==> src/rtl/gpio_port.sv <==
// gpio_port: register-mapped GPIO port with two-flop input sync.
// Define GPIO_IRQ_EN to build edge interrupts and registers 5-7 (IRQ_MASK, IRQ_EDGE, IRQ_STAT).
module gpio_port #(
  parameter int WIDTH = 8
) (
  input  logic             clk,
  input  logic             rst,
  input  logic [2:0]       addr,
  input  logic [WIDTH-1:0] wdata,
  input  logic             we,
  input  logic             re,
  output logic [WIDTH-1:0] rdata,
  output logic [WIDTH-1:0] iosel,
  output logic [WIDTH-1:0] out,
  input  logic [WIDTH-1:0] in,
  output logic             irq
);
  logic [WIDTH-1:0] s1, s2, irq_rd, rd_mux;
  assign rd_mux = addr == 3'd0 ? iosel : addr == 3'd1 ? out : addr == 3'd2 ? s2 : irq_rd;
  always_ff @(posedge clk or posedge rst) begin
    if (rst) begin
      iosel <= '0;
      out   <= '0;
      s1    <= '0;
      s2    <= '0;
      rdata <= '0;
    end else begin
      s1 <= in;
      s2 <= s1;
      if (we && addr == 3'd0) iosel <= wdata;
      if (we) out <= addr == 3'd1 ? wdata : addr == 3'd3 ? out | wdata : addr == 3'd4 ? out & ~wdata : out;
      if (re && !we) rdata <= rd_mux;
    end
  end
`ifdef GPIO_IRQ_EN
  logic [WIDTH-1:0] d3, mask, pol, stat, hit;
  logic [1:0]       warm;
  // edges are ignored until warm saturates, so pins already high at reset release stay quiet
  assign hit    = warm == 2'd3 ? ((s2 & ~d3 & ~pol) | (~s2 & d3 & pol)) : '0;
  assign irq_rd = addr == 3'd5 ? mask : addr == 3'd6 ? pol : addr == 3'd7 ? stat : '0;
  always_ff @(posedge clk or posedge rst) begin
    if (rst) begin
      d3   <= '0;
      mask <= '0;
      pol  <= '0;
      stat <= '0;
      warm <= '0;
      irq  <= 1'b0;
    end else begin
      d3   <= s2;
      warm <= warm == 2'd3 ? warm : warm + 2'd1;
      if (we && addr == 3'd5) mask <= wdata;
      if (we && addr == 3'd6) pol <= wdata;
      stat <= (stat & ~(we && addr == 3'd7 ? wdata : '0)) | hit;
      irq  <= |(stat & mask);
    end
  end
`else
  assign irq_rd = '0;
  assign irq    = 1'b0;
`endif
endmodule

==> config.mk <==
export PLATFORM = sky130hd
export DESIGN_NAME = gpio_port
export DESIGN_NICKNAME = d
export VERILOG_FILES = /design/src/rtl/gpio_port.sv
export SDC_FILE = /design/constraint.sdc
export NUM_CORES = 1
export LEC_CHECK = 0
export CAP_MARGIN = 25
export CORE_ASPECT_RATIO = 2
export CORE_MARGIN = 4
export CORE_UTILIZATION = 25
export DETAILED_ROUTE_END_ITERATION = 8
export DONT_BUFFER_PORTS = 1
export HOLD_SLACK_MARGIN = 0.1
export PLACE_DENSITY = 0.47
export REMOVE_ABC_BUFFERS = 1
export SLEW_MARGIN = 10
export SYNTH_ARGS = -nofsm -noshare
export SYNTH_HDL_FRONTEND = slang
export SYNTH_SLANG_ARGS = --single-unit
==> constraint.sdc <==
create_clock -name clk -period 1.4 [get_ports clk]
set_input_delay 0.28 -clock clk [delete_from_list [all_inputs] [get_ports clk]]
set_output_delay 0.28 -clock clk [all_outputs]
set_load 0.02 [all_outputs]
==> Flow_metrics.wiki, run 1 <==
{| class="wikitable"
! Metric !! Value
|-
| Outcome || finished, final reports clean
|-
| Width of the chip || 65.52 um
|-
| Nets || 167
|-
| RePlAce Congestion || around 0.74
|-
| Global route hottest layer || met2
|-
| Path class of the lowest-slack min-delay path || in2reg
|-
| Depth of the worst register-to-register path || 3
|-
| Via count of the routed design || 1144
|-
| Post-synthesis average cell area || ~13 um2
|-
| Effective utilization at floorplan || 0.2600
|-
| Nature of the critical path endpoint || register
|-
| Highest ir drop seen on vdd || 0.0006345 V
|-
| Data arrival time of the worst path || 1.27 ns
|-
| CTS tree || done
|-
| Buffer type at the clock tree root || sky130_fd_sc_hd__clkbuf_16
|-
| Final Slew Violations || 0
|-
| Critical path type || reg2reg
|-
| Skew-Pair Late Insertion Delay || 0.29 ns
|-
| Drt first pass iters || 4
|-
| Warnings from Yosys || 0
|-
| MaxCap Viol Count || 0
|-
| Power density over the cells || about 1600 nW/um2
|-
| Detailed-route vias per instance || 4.952
|-
| Congestion Overflow GR || 0
|-
| Post-detailed-placement cell area || approximately 1700 um2
|-
| RSZ-0062 raised after global routing || no
|-
| DPL Wire Length || 3140 um
|-
| Slew of the pin with the lowest slew margin || 0.6165 ns
|-
| Critical Path RT || roughly 1.6 ns
|-
| Cts bufs inserted || 5
|-
| Count of nets left with antenna violations after detail routing || 0
|-
| Die outline height || approximately 120 um
|-
| Layout cells sized above 1 || 0.1586
|-
| Post-Route Hold Slack || 0.1026 ns
|-
| Number of global-route vias before repair || 1254
|-
| Highest clock rate || 909.9 MHz
|-
| Worst clock skew on the final layout || between 0.002 and 0.003 ns
|-
| Number of distinct library cell variants in the gate-level netlist after synthesis || 20
|-
| Critical hold path startpoint || addr[2]
|-
| Clock-pin slew of the registers on the worst-case setup and hold paths || roughly 0.060 ns
|-
| Met2 track demand over resource in global routing || 0.2273
|-
| R2r endpoint || rdata[2]$_DFFE_PP0P_
|-
| Detailed router's first-iteration violation count || 37
|-
| Standard-cell row count || 41
|-
| GR met1 Demand/Resource || 0.1166
|-
| Met3 track demand over resource || 0.03455
|-
| GR Util All Layers || 0.1231
|-
| Seq cells post-synth || 40
|-
| Growth of design area from synthesis to finish || 28.52%
|-
| Global-route wire length before repair || 7086 um
|-
| DRC violation count after routing || 0
|-
| Clock Sink Count || 40
|-
| Input/output buffers || 0
|-
| Antenna violations before repair || 0
|-
| TNS Setup || 0 ns
|-
| Maximum number of buffers from clock root to sink || 2
|-
| Cell leakage power || 0.8580 nW
|-
| Post-CTS setup-driven buffer insertion count || 0
|-
| Slew margin rel. || 0.5875
|-
| I/O pins || 48
|-
| Total setup violations reported at the end of the flow || 0
|-
| Critical path peak fanout || 4
|-
| Hold Crit Depth || 1
|-
| H-tree depth || 2
|-
| Post-Synthesis Cells || 125
|-
| Total Power Consumption || about 3.4 mW
|-
| Netlist area before placement || 1654 um2
|-
| Total die area || 8060 um2
|-
| Register-to-register setup slack || roughly 0.3 ns
|-
| Total routed wirelength || 4549 um
|-
| Part of the cycle the worst path needs || 0.7850
|-
| Launching element type of the critical path || register
|-
| Maximum number of pins on one net before global-route repair || 38
|-
| WL per Instance || 19.69 um
|-
| Antenna fix cells || 0
|-
| Time the worst path needs with I/O delays and setup || 1.099 ns
|-
| Core Region || 6361 um2
|-
| Post-Layout Inst Area || 2126 um2
|-
| Number of hold-slack violations in the final timing report || 0
|-
| Sequential area share after synthesis || 0.6051
|}
how the worst max path moves through the flow:
stage               startpoint                          to  slack (ns)  cells after the start
finish                register        rdata[2]$_DFFE_PP0P_        0.30                      3
global route          register        rdata[1]$_DFFE_PP0P_        0.24                      3
detailed placement          we        rdata[5]$_DFFE_PP0P_        0.17                      3
global placement       addr[0]                    register        0.18                      3
CTS                   register                      out[2]        0.29                      0
floorplan                  rst  asynchronous set/reset pin        0.20                      1
cells by family (layout without fill, tap and decap cells):
logic type	Yosys count	count (layout)	synth area share
AOI/OAI and AO/OA	40	40	0.1634
DFF	40	40	0.6051
and+or+nand+nor	24	24	0.1256
buffers and inverters	12	32	0.04916
muxes	8	8	0.05447
other	1	1	0.002267
critical path, stage by stage (launching register included):
cell	delay (ns)
sky130_fd_sc_hd__dfrtp_1	0.50
sky130_fd_sc_hd__nand3b_1	0.14
sky130_fd_sc_hd__a21oi_1	0.06
sky130_fd_sc_hd__a221o_1	0.28
synth_stat cells (all sizes together):
library cell	n	area share
and2	1	0.0038
clkbuf	3	0.0091
buf	7	0.036
nand3b	16	0.073
a21oi	24	0.073
mux2	8	0.054
inv	2	0.0045
nor2	1	0.0023
nand4bb	1	0.0068
nor3	1	0.0098
nand2b	2	0.012
or3b	1	0.0053
conb	1	0.0023
a311oi	8	0.042
a221o	8	0.048
nor4	1	0.013
dfrtp	40	0.61
layout make-up:
type	instances	area [um2]
tap	86	107.6
clock inverter	3	90.09
inverter	2	7.507
sequential	40	1001
clock buffer	5	125.1
timing repair buffer	22	222.7
multi-input combinational	73	571.8
fill	661	4235
where the power goes:
part	internal, mW	total, mW	switching, mW
Combinational	0.138	0.241	0.102
Clock	1.20	1.66	0.462
Sequential	1.27	1.49	0.224
timing repair:
action	CTS	global route
endpoints found under the hold margin	55	0
gates resized for setup	0	0
hold buffers	18	0
setup endpoints to repair	0	0
metal layers:
metal | vias to the layer above | part of all wire
met2 | 32 | 0.59
met1 | 593 | 0.32
met4 | 0 | 0.029
met3 | 8 | 0.058
li1 | 511 | -
met5 | - | 0
through the flow:
step | setup slack, ns | cells | utilization
2_1_floorplan | 0.2024 | 115 | -
3_3_place_gp | 0.1773 | 205 | 0.2720
3_5_place_dp | 0.1729 | 205 | 0.2720
4_1_cts | 0.2940 | 231 | 0.3342
5_1_grt | 0.2395 | 231 | 0.3342
6_report | 0.3010 | 231 | 0.3342
cells in the final DEF, fill, tap and decap left out:
master                          count
sky130_fd_sc_hd__dfrtp_1           40
sky130_fd_sc_hd__a21oi_1           24
sky130_fd_sc_hd__dlygate4sd3_1     18
sky130_fd_sc_hd__nand3b_1          16
sky130_fd_sc_hd__a311oi_1           8
sky130_fd_sc_hd__mux2_2             8
sky130_fd_sc_hd__a221o_1            8
sky130_fd_sc_hd__clkbuf_16          5
sky130_fd_sc_hd__bufinv_16          3
sky130_fd_sc_hd__buf_4              3
sky130_fd_sc_hd__inv_1              2
sky130_fd_sc_hd__nand2b_4           1
sky130_fd_sc_hd__nor2_1             1
sky130_fd_sc_hd__nand4bb_1          1
sky130_fd_sc_hd__and2_1             1
sky130_fd_sc_hd__nor3_4             1
sky130_fd_sc_hd__nand2b_1           1
sky130_fd_sc_hd__nor4_4             1
sky130_fd_sc_hd__or3b_1             1
sky130_fd_sc_hd__conb_1             1
sky130_fd_sc_hd__buf_12             1
Note: power is estimated with default switching activity, not from simulation.
==> inputs of run 2 (changes only) <==
==> constraint.sdc (replaced) <==
create_clock -name clk -period 1.1 [get_ports clk]
set_input_delay 0.22 -clock clk [delete_from_list [all_inputs] [get_ports clk]]
set_output_delay 0.22 -clock clk [all_outputs]
set_load 0.02 [all_outputs]
==> Flow_metrics.wiki, run 2 (synthesized netlist as in run 1, its figures left out) <==
{| class="wikitable"
! Metric !! Value
|-
| Detailed router's first-iteration violation count || 54
|-
| Congestion Overflow GR || 0
|-
| Buf/Inv on CP || 1
|-
| Standard-cell row count || 41
|-
| Number of hold-slack violations in the final timing report || 0
|-
| Data arrival time of the worst path || 0.86 ns
|-
| Total Power Consumption || between 3 and 4 mW
|-
| RePlAce Congestion || 0.7694
|-
| # fillers || 675
|-
| Layout cells sized above 1 || 0.3068
|-
| I/O pins || 48
|-
| RSZ-0062 raised after global routing || yes
|-
| GR Util All Layers || 0.1287
|-
| Post-detailed-placement cell area || 1918 um2
|-
| Slew of the pin with the lowest slew margin || around 0.65 ns
|-
| Worst clock skew on the final layout || around 0.0022 ns
|-
| Part of the cycle the worst path needs || 0.9811
|-
| Detailed-route vias per instance || just under 5
|-
| Cts bufs inserted || 5
|-
| Critical Path RT || 0.88 ns
|-
| DRC violation count after routing || 0
|-
| Highest-delay cell along the critical path || sky130_fd_sc_hd__dfrtp_1
|-
| Total routed wirelength || ~4600 um
|-
| Count of placed standard cells including taps || 230
|-
| Post-Layout Inst Area || 2316 um2
|-
| MaxCap Viol Count || 0
|-
| Met3 wirelength from detailed routing || 238 um
|-
| Time the worst path needs with I/O delays and setup || 1.079 ns
|-
| Via count of the routed design || 1261
|-
| TNS Setup || 0 ns
|-
| Effective utilization at floorplan || 0.2600
|-
| Outcome || finished, final reports clean
|-
| Most common cell after layout, fill and taps aside || sky130_fd_sc_hd__dfrtp_1
|-
| Growth of design area from synthesis to finish || 40.02%
|-
| Nature of the critical path endpoint || output pin
|-
| Final Slew Violations || 0
|-
| Input/output buffers || 0
|-
| Nets || 199
|-
| Leading cell types in the layout, fill and taps excluded || 39 x sky130_fd_sc_hd__dfrtp_1, 27 x sky130_fd_sc_hd__buf_4, 24 x sky130_fd_sc_hd__a21oi_1, 18 x sky130_fd_sc_hd__dlygate4sd3_1, 16 x sky130_fd_sc_hd__nand3b_1
|-
| CTS tree || done
|-
| Maximum number of buffers from clock root to sink || 2
|-
| Power density over the cells || 1646 nW/um2
|-
| Highest ir drop seen on vdd || 0.0009604 V
|-
| Critical path peak fanout || 3
|-
| Clock Sink Count || 40
|-
| Worst-case setup margin in the final layout || 0.02081 ns
|-
| Drt first pass iters || 4
|-
| CP cell instances || buf_6
|-
| DPL Wire Length || 3148 um
|-
| Die outline height || ~120 um
|-
| H-tree depth || 2
|-
| Antenna fix cells || 0
|-
| Routed metal-1 wirelength || 1498 um
|-
| Pre-CTS setup slack || -0.1075 ns
|-
| Maximum number of pins on one net before global-route repair || 37
|-
| Buffer type at the clock tree root || sky130_fd_sc_hd__clkbuf_16
|-
| Core Region || 6361 um2
|-
| Cell leakage power || around 0.99 nW
|-
| Highest clock rate || 926.6 MHz
|-
| Highest signal layer in the routed design || met4
|-
| Total setup violations reported at the end of the flow || 0
|-
| Critical path type || reg2out
|-
| Fin cells || around 260
|-
| WL per Instance || approximately 18 um
|-
| Clock-pin slew of the registers on the worst-case setup and hold paths || 0.06 ns
|-
| Path class of the lowest-slack min-delay path || in2reg
|-
| Slowest cell delay on critical path || 0.42 ns
|-
| Antenna violations before repair || 0
|-
| Global-route wire length before repair || 7507 um
|-
| Number of global-route vias before repair || 1414
|-
| Routed length on met2 || between 2000 and 3000 um
|-
| Total die area || 8060 um2
|-
| Skew-Pair Late Insertion Delay || 0.28 ns
|-
| Slew margin rel. || 0.5667
|-
| Launching element type of the critical path || register
|-
| Width of the chip || 65.52 um
|-
| Kind of cell with the highest combined delay on the critical path || flip-flops
|-
| Count of nets left with antenna violations after detail routing || 0
|}
-- run 2: changes by cell type in the layout (fill, tap and decap cells not counted), sizes merged --
cell	previous run	this run
buf	4	36
bufinv	3	0
clkbuf	5	6
clkinv	0	1
-- run 2: per-layer routing --
metal,global-route usage,vias to the layer above
met5,0,-
met1,0.1304,656
li1,-,566
met4,0.07143,0
met2,0.2292,30
met3,0.03909,9
-- run 2: per-stage QoR --
stage	utilization	hold WS, ns
after global routing	0.3641	0.1340
after CTS	0.3556	0.1283
final	0.3641	0.1277
after detailed placement	0.3015	0.03878
after floorplan	-	0.2514
after global placement	0.3015	0.02727
-- run 2: what timing repair did --
action	CTS	global route
endpoints found under the setup margin	4	14
setup buffers	4	3
gates resized for setup	0	9
hold endpoints to repair	64	0
hold buffers	18	0
pin swaps	0	0
-- run 2: path summary, 6_finish.rpt --
| check | endpoint | slack, ns | depth (start not counted) | from |
|---|---|---|---|---|
| worst max-delay path | out[4] | 0.02 | 1 | register |
| worst min-delay path | register | 0.13 | 2 | wdata[6] |
| worst max register to register | rdata[4]$_DFFE_PP0P_ | 0.11 | 3 | register |
| worst min register to register | s2[3]$_DFF_PP0_ | 0.35 | 0 | s1[3]$_DFF_PP0_ |
| max in group asynchronous | asynchronous set/reset pin | 0.34 | 3 | rst |
| min in group asynchronous | s1[1]$_DFF_PP0_ | 0.30 | 2 | rst |
-- run 2: cell type report --
class	count	area, um2	share of cell area
sequential	40	1002	0.4327
multi-input combinational	73	571.8	0.2469
timing repair buffer	54	493.0	0.2129
clock buffer	6	128.9	0.05565
tap	86	107.6	0.04646
inverter	2	7.507	0.003241
clock inverter	1	5.005	0.002161
-- run 2: power by group --
part	internal [mW]	switching, mW
sequential	1.62	0.110
clock	0.823	0.540
combinational	0.371	0.347
==> inputs of run 3 (changes only) <==
==> constraint.sdc (replaced) <==
create_clock -name clk -period 1.2 [get_ports clk]
set_input_delay 0.24 -clock clk [delete_from_list [all_inputs] [get_ports clk]]
set_output_delay 0.24 -clock clk [all_outputs]
set_load 0.02 [all_outputs]
==> Flow_metrics.wiki, run 3 (synthesized netlist as in run 1, its figures left out) <==
{| class="wikitable"
! Metric !! Value
|-
| TNS Setup || 0 ns
|-
| Slew margin rel. || 0.5916
|-
| Standard-cell row count || 41
|-
| Highest-delay cell along the critical path || sky130_fd_sc_hd__dfrtp_1
|-
| Post-detailed-placement cell area || 1873 um2
|-
| Most common cell after layout, fill and taps aside || sky130_fd_sc_hd__dfrtp_1
|-
| RSZ-0062 raised after global routing || no
|-
| Via count of the routed design || around 1200
|-
| Cell leakage power || 0.9280 nW
|-
| Power density over the cells || 1570 nW/um2
|-
| Antenna fix cells || 0
|-
| Clock group share of total power || 0.381
|-
| Total Power Consumption || 3.456 mW
|-
| Buf/Inv on CP || 1
|-
| Post-Route Hold Slack || 0.1093 ns
|-
| Effective utilization at floorplan || 0.2600
|-
| Highest ir drop seen on vdd || 0.0009072 V
|-
| Critical path peak fanout || 4
|-
| Cts bufs inserted || 5
|-
| Depth of the worst register-to-register path || 3
|-
| Part of the cycle the worst path needs || 0.9484
|-
| Maximum number of buffers from clock root to sink || 2
|-
| GR Util All Layers || 0.1236
|-
| Leading cell types in the layout, fill and taps excluded || 40 x sky130_fd_sc_hd__dfrtp_1, 24 x sky130_fd_sc_hd__a21oi_1, 22 x sky130_fd_sc_hd__buf_4, 18 x sky130_fd_sc_hd__dlygate4sd3_1, 16 x sky130_fd_sc_hd__nand3b_1
|-
| Launching element type of the critical path || register
|-
| Skew-Pair Late Insertion Delay || 0.28 ns
|-
| Count of nets left with antenna violations after detail routing || 0
|-
| Highest clock rate || 878.7 MHz
|-
| Total setup violations reported at the end of the flow || 0
|-
| Antenna violations before repair || 0
|-
| Number of global-route vias before repair || 1338
|-
| CP cell instances || buf_4
|-
| Worst clock skew on the final layout || about 0.0070 ns
|-
| RePlAce Congestion || 0.7359
|-
| Outcome || finished, final reports clean
|-
| Die outline height || ~120 um
|-
| H-tree depth || 2
|-
| Critical path type || reg2out
|-
| Detailed-route vias per instance || about 4.8
|-
| DRC violation count after routing || 0
|-
| Share of the core filled with cells || 0.3462
|-
| WL per Instance || 17.96 um
|-
| Quantity of gates resized following cts || 0
|-
| Clock-pin slew of the registers on the worst-case setup and hold paths || around 0.060 ns
|-
| Global-route wire length before repair || 7155 um
|-
| Path class of the lowest-slack min-delay path || in2reg
|-
| DPL Wire Length || 3231 um
|-
| Detailed router's first-iteration violation count || 51
|-
| Hold-fix buffers, CTS || 18
|-
| CTS tree || done
|-
| Nature of the critical path endpoint || output pin
|-
| Drt first pass iters || 5
|-
| Total routed wirelength || 4491 um
|-
| Clock Sink Count || 40
|-
| Slew of the pin with the lowest slew margin || slightly above 0.6 ns
|-
| I/O pins || 48
|-
| Core Region || approximately 6400 um2
|-
| Congestion Overflow GR || 0
|-
| Net switching power figure || 0.8961 mW
|-
| Total die area || between 8000 and 9000 um2
|-
| Nets || 186
|-
| MaxCap Viol Count || 0
|-
| Post-Layout Inst Area || 2202 um2
|-
| Data arrival time of the worst path || 0.90 ns
|-
| Switching share of total power || 0.2593
|-
| Sequential fraction of design power || 0.470
|-
| Growth of design area from synthesis to finish || 33.13%
|-
| Number of hold-slack violations in the final timing report || 0
|-
| Number of cells on the critical path || 1
|-
| Kind of cell with the highest combined delay on the critical path || flip-flops
|-
| Critical Path RT || 0.96 ns
|-
| Final Slew Violations || 0
|-
| Internal Dissipation || ~2.6 mW
|-
| Share of total power in combinational logic || 0.149
|-
| Slowest cell delay on critical path || 0.43 ns
|-
| Layout cells sized above 1 || 0.2561
|-
| Width of the chip || 65.52 um
|-
| Time the worst path needs with I/O delays and setup || approximately 1.1 ns
|-
| Maximum number of pins on one net before global-route repair || 39
|-
| Hold Crit Depth || 1
|-
| Post-CTS setup-driven buffer insertion count || 0
|-
| Buffer type at the clock tree root || sky130_fd_sc_hd__clkbuf_16
|-
| Input/output buffers || 0
|}
run 3: cell types whose count changed in the layout (fill, tap and decap cells not counted):
cell,delta
sky130_fd_sc_hd__buf_6,-8
sky130_fd_sc_hd__buf_4,-5
sky130_fd_sc_hd__clkbuf_1,-1
sky130_fd_sc_hd__clkbuf_8,+1
sky130_fd_sc_hd__clkinv_2,+1
sky130_fd_sc_hd__dfrtp_1,+1
sky130_fd_sc_hd__dfrtp_2,-1
run 3: power by group through the flow:
stage          Clock [mW]  Sequential [mW]  Combinational [mW]
3_3_place_gp            0             1.65               0.459
6_report             1.32             1.63               0.513
3_5_place_dp            0             1.65               0.469
2_1_floorplan           0             1.72               0.182
5_1_grt              1.42             1.64               0.555
4_1_cts              1.36             1.63               0.524
run 3: metal layers:
metal	part of all wire	vias to the layer above	global-route usage
met4	0.040	0	0.07922
met5	0	-	0
li1	-	544	-
met2	0.58	32	0.2216
met1	0.32	611	0.1188
met3	0.062	12	0.03818
run 3: final timing paths:
check / from / endpoint / slack, ns
min reg2reg: s1[3]$_DFF_PP0_ / s2[3]$_DFF_PP0_ / 0.35
max: register / out[4] / 0.06
min in group asynchronous: rst / s1[1]$_DFF_PP0_ / 0.29
max in group asynchronous: rst / iosel[5]$_DFFE_PP0P_ / 0.48
max reg2reg: register / rdata[4]$_DFFE_PP0P_ / 0.21
min: wdata[3] / iosel[3]$_DFFE_PP0P_ / 0.11
run 3: cell type report:
class | count | area (um2)
Multi-Input combinational cell | 73 | 571.8
Sequential cell | 40 | 1001
Clock buffer | 6 | 138.9
Timing Repair Buffer | 41 | 365.4
Fill cell | 661 | 4159
Inverter | 2 | 7.507
Tap cell | 86 | 107.6
Clock inverter | 2 | 10.01
run 3: per-stage QoR:
step | instances | setup slack, ns
2_1_floorplan | 115 | 0.04235
3_3_place_gp | 224 | 0.004127
3_5_place_dp | 224 | -0.009517
4_1_cts | 250 | 0.05083
5_1_grt | 250 | 0.04177
6_report | 250 | 0.06192
